**src/rtl/bi_stream_decoder.sv**
```systemverilog
// Bipolar stochastic bitstream to signed binary converter: counts ones over a
// 2^WIN_LOG2 window, removes the L/2 offset, applies a power-of-two gain and saturates.
module bi_stream_decoder #(
    parameter int WIN_LOG2  = 8,
    parameter int OUT_W     = 8,
    parameter int GAIN_LOG2 = 0,
    parameter int CONT      = 0
) (
    input  logic                    clk,
    input  logic                    rst_n,
    input  logic                    start,
    input  logic                    inStream,
    output logic                    busy,
    output logic                    oValid,
    output logic signed [OUT_W-1:0] oBin
);

    localparam int L  = 1 << WIN_LOG2;
    localparam int DW = WIN_LOG2 + 2;
    localparam int SW = DW + GAIN_LOG2;
    localparam int CW = ((SW > OUT_W) ? SW : OUT_W) + 1;

    typedef enum logic {
        IDLE = 1'b0,
        RUN  = 1'b1
    } state_t;

    state_t                    state_q;
    logic                      busy_q;
    logic                      valid_q;
    logic signed [OUT_W-1:0]   bin_q;
    logic        [WIN_LOG2:0]  ones_q;
    logic        [WIN_LOG2-1:0] cyc_q;

    logic        [WIN_LOG2:0]  c_d;
    logic signed [DW-1:0]      diff_d;
    logic signed [SW-1:0]      shift_d;
    logic signed [OUT_W-1:0]   bin_d;

    // Clamp the full-width scaled value into the signed OUT_W range.
    function automatic logic signed [OUT_W-1:0] sat_out(input logic signed [SW-1:0] s);
        logic signed [CW-1:0] sx;
        logic signed [CW-1:0] hi;
        logic signed [CW-1:0] lo;
        sx = CW'(s);
        hi = {{(CW-OUT_W+1){1'b0}}, {(OUT_W-1){1'b1}}};
        lo = {{(CW-OUT_W+1){1'b1}}, {(OUT_W-1){1'b0}}};
        if (sx > hi)
            return hi[OUT_W-1:0];
        else if (sx < lo)
            return lo[OUT_W-1:0];
        else
            return sx[OUT_W-1:0];
    endfunction

    // The final count includes the bit sampled on the closing edge of the window.
    always_comb begin
        c_d     = ones_q + (WIN_LOG2+1)'(inStream);
        diff_d  = $signed({1'b0, c_d}) - $signed(DW'(L/2));
        shift_d = SW'(diff_d) <<< GAIN_LOG2;
        bin_d   = sat_out(shift_d);
    end

    always_ff @(posedge clk or negedge rst_n) begin
        if (!rst_n) begin
            state_q <= IDLE;
            busy_q  <= 1'b0;
            valid_q <= 1'b0;
            bin_q   <= '0;
            ones_q  <= '0;
            cyc_q   <= '0;
        end else begin
            valid_q <= 1'b0;
            case (state_q)
                IDLE: begin
                    if (start) begin
                        state_q <= RUN;
                        busy_q  <= 1'b1;
                        ones_q  <= '0;
                        cyc_q   <= '0;
                    end
                end
                RUN: begin
                    if (&cyc_q) begin
                        bin_q   <= bin_d;
                        valid_q <= 1'b1;
                        ones_q  <= '0;
                        cyc_q   <= '0;
                        // A start on the closing edge chains the next window with no idle gap.
                        if ((CONT != 0) || start) begin
                            state_q <= RUN;
                            busy_q  <= 1'b1;
                        end else begin
                            state_q <= IDLE;
                            busy_q  <= 1'b0;
                        end
                    end else begin
                        ones_q <= ones_q + (WIN_LOG2+1)'(inStream);
                        cyc_q  <= cyc_q + WIN_LOG2'(1);
                    end
                end
                default: begin
                    state_q <= IDLE;
                    busy_q  <= 1'b0;
                end
            endcase
        end
    end

    assign busy   = busy_q;
    assign oValid = valid_q;
    assign oBin   = bin_q;

endmodule

```
**config.mk**
```make
export PLATFORM = sky130hd
export DESIGN_NAME = bi_stream_decoder
export DESIGN_NICKNAME = d
export VERILOG_FILES = /design/src/rtl/bi_stream_decoder.sv
export SDC_FILE = /design/constraint.sdc
export NUM_CORES = 1
export LEC_CHECK = 0
export ABC_AREA = 1
export CAP_MARGIN = 20
export CORE_MARGIN = 2
export CORE_UTILIZATION = 55
export DETAILED_ROUTE_END_ITERATION = 16
export PLACE_DENSITY = 0.79
export SYNTH_ARGS = -nofsm -noshare
export SYNTH_HDL_FRONTEND = slang
export SYNTH_SLANG_ARGS = --single-unit
```
**constraint.sdc**
```tcl
create_clock -name clk -period 5.8 [get_ports clk]
set_input_delay 0.58 -clock clk [delete_from_list [all_inputs] [get_ports clk]]
set_output_delay 0.58 -clock clk [all_outputs]
set_load 0.03 [all_outputs]
```
[After elaboration in Yosys (flattened, before gate mapping)]
Index checks and enable logic that the tools add are counted.
Storage, ports and cells
  register bits: 28
  bits in latches: 0
  RAM bits: 0
  ROM bits: 0
  input bits: 4
  memories: 0
Operators by class
  $add $sub $neg: 3
  $mul: 0
  divide/modulo/power cells: 0
  order comparisons: 2
  equal/unequal tests: 2
  shift-type cells: 0
  multiplexer cells: 16
  bitwise logic cells: 1
  reduce and logical (&&, ||, !) cells: 3
Operators by type and width (number)
  8-bit two-way mux: 4
  9-bit two-way mux: 2
  9-bit one-hot mux with 2 select lines: 1
  8-bit one-hot mux with 2 select lines: 1
  10-bit by 8-bit greater-than comparator with 1-bit output (second input constant): 1
  10-bit by 8-bit < comparator with 1-bit output (second input constant): 1
  9-bit by 8-bit subtractor with 10-bit output (second input constant): 1
  9-bit by 1-bit adder with 9-bit output: 1
  9-bit AND reduction: 1
  8-bit by 1-bit adder with 8-bit output (second input constant): 1
  8-bit AND reduction: 1
  1-bit two-way mux: 6
  1-bit one-hot mux with 2 select lines: 2
  2-bit by 1-bit inequality test with 1-bit output (second input constant): 1
  2-bit inequality test (second input constant): 1
  2-bit AND reduction: 1
  1-bit inverter: 1

[Depth between registers and ports, before layout]
  depth after elaboration: 5
  depth in mapped cells: 17

[Worst setup path before layout]
No wires, ideal clock.
  path kind: input -> register
  start point: input inStream
  end point: register bin_q[0], in the netlist oBin[0]
  library setup time: 123 ps
  data arrival time: 2212 ps
  required time: 5677 ps
  slack: 3465 ps
  stages: 16
  buffers on the path: 0
  path through: ha_1 -> ha_1 -> nand2_1 -> inv_1 -> nand3_1 -> xor2_1 -> inv_1 -> ha_1 -> inv_1 -> nand4_1 -> nor2_1 -> nand2_1 -> nor2_1 -> nand2_1 -> nand2_2 -> a21oi_1
Between the ends
  longest elaborated chain between the ends: 5
Ends and longest elaborated chain
  start: declaration: line 12  | input logic inStream,
  9-bit by 1-bit adder with 9-bit output *: line 58  | c_d = ones_q + (WIN_LOG2+1)'(inStream);
  9-bit by 8-bit subtractor with 10-bit output *: line 59  | diff_d = $signed({1'b0, c_d}) - $signed(DW'(L/2));
  10-bit by 8-bit < comparator with 1-bit output: line 50  | else if (sx < lo)
  8-bit two-way mux: line 50
  8-bit two-way mux *: line 48  | if (sx > hi)
  end signal: assignment: line 85  | bin_q <= bin_d;
  end: declaration: line 31  | logic signed [OUT_W-1:0] bin_q;
Mark *: on every way between the ends. The rest lies on a longest branch, timed or not.
A chain may end at the register's enable or synchronous reset.

[Final worst setup path]
  start point: input inStream
  end point: register bin_q[7], in the netlist oBin[7]
Same word-level chain as after synthesis.

==> flow_metrics.py <==
metrics = {
    "status": {
        "outcome": "completed",
    },
    "logic_synthesis": {
        "synth_edf_count": 0,
        "netlist-cell-type-count": 26,
        "syn_nets": 183,
        "synth.cell_area_um2": 1470,
        "postSynthAreaPerCell_um2": 8.44,
        "synthTopCellsByCount": "33 x nand2_1, 28 x dfrtp_1, 20 x nor2_1, 18 x nand3_1, 17 x inv_1",
        "yosysTopAreaCell": "dfrtp_1",
        "yosysWarnings": 0,
        "yosysTopAreaCellShare_pct": 47.7,
        "netlist_instances": 174,
        "seq_area_frac_synth_pct": 47.7,
        "ys.flop_type": "dfrtp_1",
        "async_flop_share_pct": 100,
        "synth_most_common_cell": "nand2_1",
        "synth-seq-cells": 28,
        "synth.area.top_cells": "dfrtp_1 48%, nand2_1 8.4%, nand3_1 6.1%",
    },
    "hold_path": {
        "hold_class": "reg -> reg",
    },
    "worst_setup_path": {
        "ff2ff_path_depth": 17,
        "cp_max_fo": 6,
        "worst_setup_path_end_kind": "register",
        "startpoint": "inStream",
        "cp-start-kind": "input pin",
        "critical_path_arrival_ns": 2.93,
        "required_ns": 6.08,
        "regToRegEndpoint": "oBin[7]",
        "cp-endpoint": "oBin[7]",
        "crit_type": "in -> reg",
        "r2r-start": "ones_q[0]",
        "regToRegSetupSlack_ns": 3.41,
    },
    "final_layout": {
        "design_area_um2": 1670,
        "final_cells": 219,
        "utilization_pct": 66.6,
        "seq_area_um2": 701,
        "nNetsFinal": 199,
        "n_antenna_cell": 0,
        "fillers": 212,
        "multi_input_area_um2": 672,
        "area_growth_pct": 13.4,
        "drive_above_1_share_pct": 9.52,
    },
    "cts": {
        "postCtsSetupRepairBufs": 0,
        "cts_sinks": 28,
        "ctsResizeCount": 0,
        "numCtsBuffers": 3,
        "htree_levels": 1,
        "cts_buffer_depth": 2,
        "clock_latency_ns": 0.33,
        "cts-root-buf": "clkbuf_4",
        "hold_buffers": 0,
        "cts_tree": "done",
        "cts.clk_slew.worst_paths_ns": 0.14,
    },
    "drt": {
        "wl_mm": 3.08,
        "via_count": 1248,
        "ant_nets": 0,
        "drc": 0,
        "dr.pass1.iters": 4,
        "routed_via_density": 5.70,
        "wire_per_inst_um": 14.1,
        "first_iter_violations": 65,
    },
    "placement": {
        "port_buffers": 13,
        "dp.cells": 215,
        "dp_slack_ns": 2.85,
        "dp.final_hpwl_mm": 2.22,
        "place_area_um2": 1630,
        "gp_congestion": 0.860,
    },
    "global_routing": {
        "grt_antenna_before_repair": 0,
        "grt_overflow": 0,
        "grt_pass1_vias": 1188,
        "track_usage_pct": 21.6,
        "grt_start_max_net_pins": 29,
        "grt_pass1_wl_mm": 5.38,
    },
    "floorplan": {
        "start_util_pct": 58.8,
        "pin_count": 14,
        "die_area_um2": 3100,
        "die-height_um": 55.7,
        "core_region_area_um2": 2500,
        "rows": 18,
        "dieWidth_um": 55.7,
    },
    "timing": {
        "worst_slack_ns": 3.16,
        "finalCritPeriodShare_pct": 45.6,
        "finalSetupTns_ns": 0,
        "final_max_slew_viol_count": 0,
        "hold_viol": 0,
        "maxSlewHeadroom_pct": 66.1,
        "max_freq_mhz": 378,
        "rsz0062_at_grt": "false",
        "min_period_ns": 2.64,
        "max_slew.worst_pin.slew_ns": 0.508,
        "hold_ws_ns": 0.507,
        "setup_viol": 0,
        "clock-skew-final_ns": 0.00652,
    },
    "pwr": {
        "peakVddDrop_mv": 0.208,
        "leakagePower_nw": 0.747,
        "p_total_mw": 0.533,
        "p_per_area_nw_per_um2": 320,
    },
    "flow_run": {
        "cap_violations": 0,
    },
}
[power breakdown]
group | switching, mW | internal, mW
combinational | 0.0958 | 0.0591
sequential | 0.0453 | 0.237
clock | 0.0575 | 0.0385
[critical path, cell delays in order]
cell	delay, ns
clkdlybuf4s50_1	0.46
ha_1	0.22
ha_1	0.22
nand2_1	0.08
inv_1	0.08
nand3_1	0.09
xor2_1	0.17
inv_1	0.10
ha_1	0.27
inv_1	0.06
nand4_1	0.07
nor2_1	0.10
nand2_1	0.05
nor2_1	0.09
nand2_1	0.06
nand2_2	0.10
nand2_1	0.07
nand2_1	0.06
[layout by cell type, fill, tap and decap left out]
| cell type | n |
|---|---|
| a21oi_1 | 10 |
| a31oi_1 | 3 |
| buf_4 | 1 |
| clkbuf_4 | 3 |
| clkbuf_8 | 1 |
| clkdlybuf4s50_1 | 13 |
| clkinv_1 | 1 |
| dfrtp_1 | 28 |
| ha_1 | 5 |
| inv_1 | 17 |
| inv_2 | 2 |
| inv_4 | 1 |
| nand2_1 | 33 |
| nand2_2 | 3 |
| nand2_4 | 1 |
| nand3_1 | 18 |
| nand3_4 | 1 |
| nand4_1 | 2 |
| nor2_1 | 20 |
| nor2_2 | 3 |
| nor2_8 | 1 |
| nor3_4 | 1 |
| o21ai_0 | 8 |
| o21bai_1 | 1 |
| o22ai_1 | 5 |
| o31ai_1 | 1 |
| or2_1 | 1 |
| xnor2_1 | 2 |
| xor2_1 | 3 |
[how the worst min path moves through the flow]
stage            start       to  slack, ns  depth (start not counted)
3_5_place_dp   oBin[7]  oBin[7]       0.47                          2
4_1_cts        oBin[7]  oBin[7]       0.51                          2
5_1_grt        oBin[7]  oBin[7]       0.55                          2
6_report       oBin[7]  oBin[7]       0.51                          2
3_3_place_gp   oBin[7]  oBin[7]       0.47                          2
2_1_floorplan    rst_n     busy       0.28                          0
[cell type report]
class	instances	area share [%]
sequential	28	42.1
multi-input combinational	122	40.3
timing repair buffer	14	8.26
inverter	21	4.88
tap	30	2.25
clock buffer	4	2.18
[layer usage]
metal | vias to the layer above | global-route usage [%] | wire length, um
li1 | 602 | - | -
met1 | 600 | 31.1 | 1410
met2 | 39 | 33.3 | 1470
met3 | 7 | 3.26 | 149
met4 | 0 | 7.67 | 51
met5 | - | 0 | 0
[flip-flops by register name (all words and copies together) (netlist names)]
register,flops
oValid,1
oBin,8
ones_q,9
state_q,1
cyc_q,8
busy,1
[cells by family (layout without fill, tap and decap cells)]
logic type                 count (synthesis)  after routing  synth area share, %
and+or+nand+nor                           84             84                 27.9
AOI/OAI and AO/OA                         28             28                 10.6
DFF                                       28             28                 47.7
buffers and inverters                     24             39                 6.56
adders and majority gates                  5              5                 4.26
xor gates and xnor gates                   5              5                 2.98
Note: power is estimated with default switching activity, not from simulation.
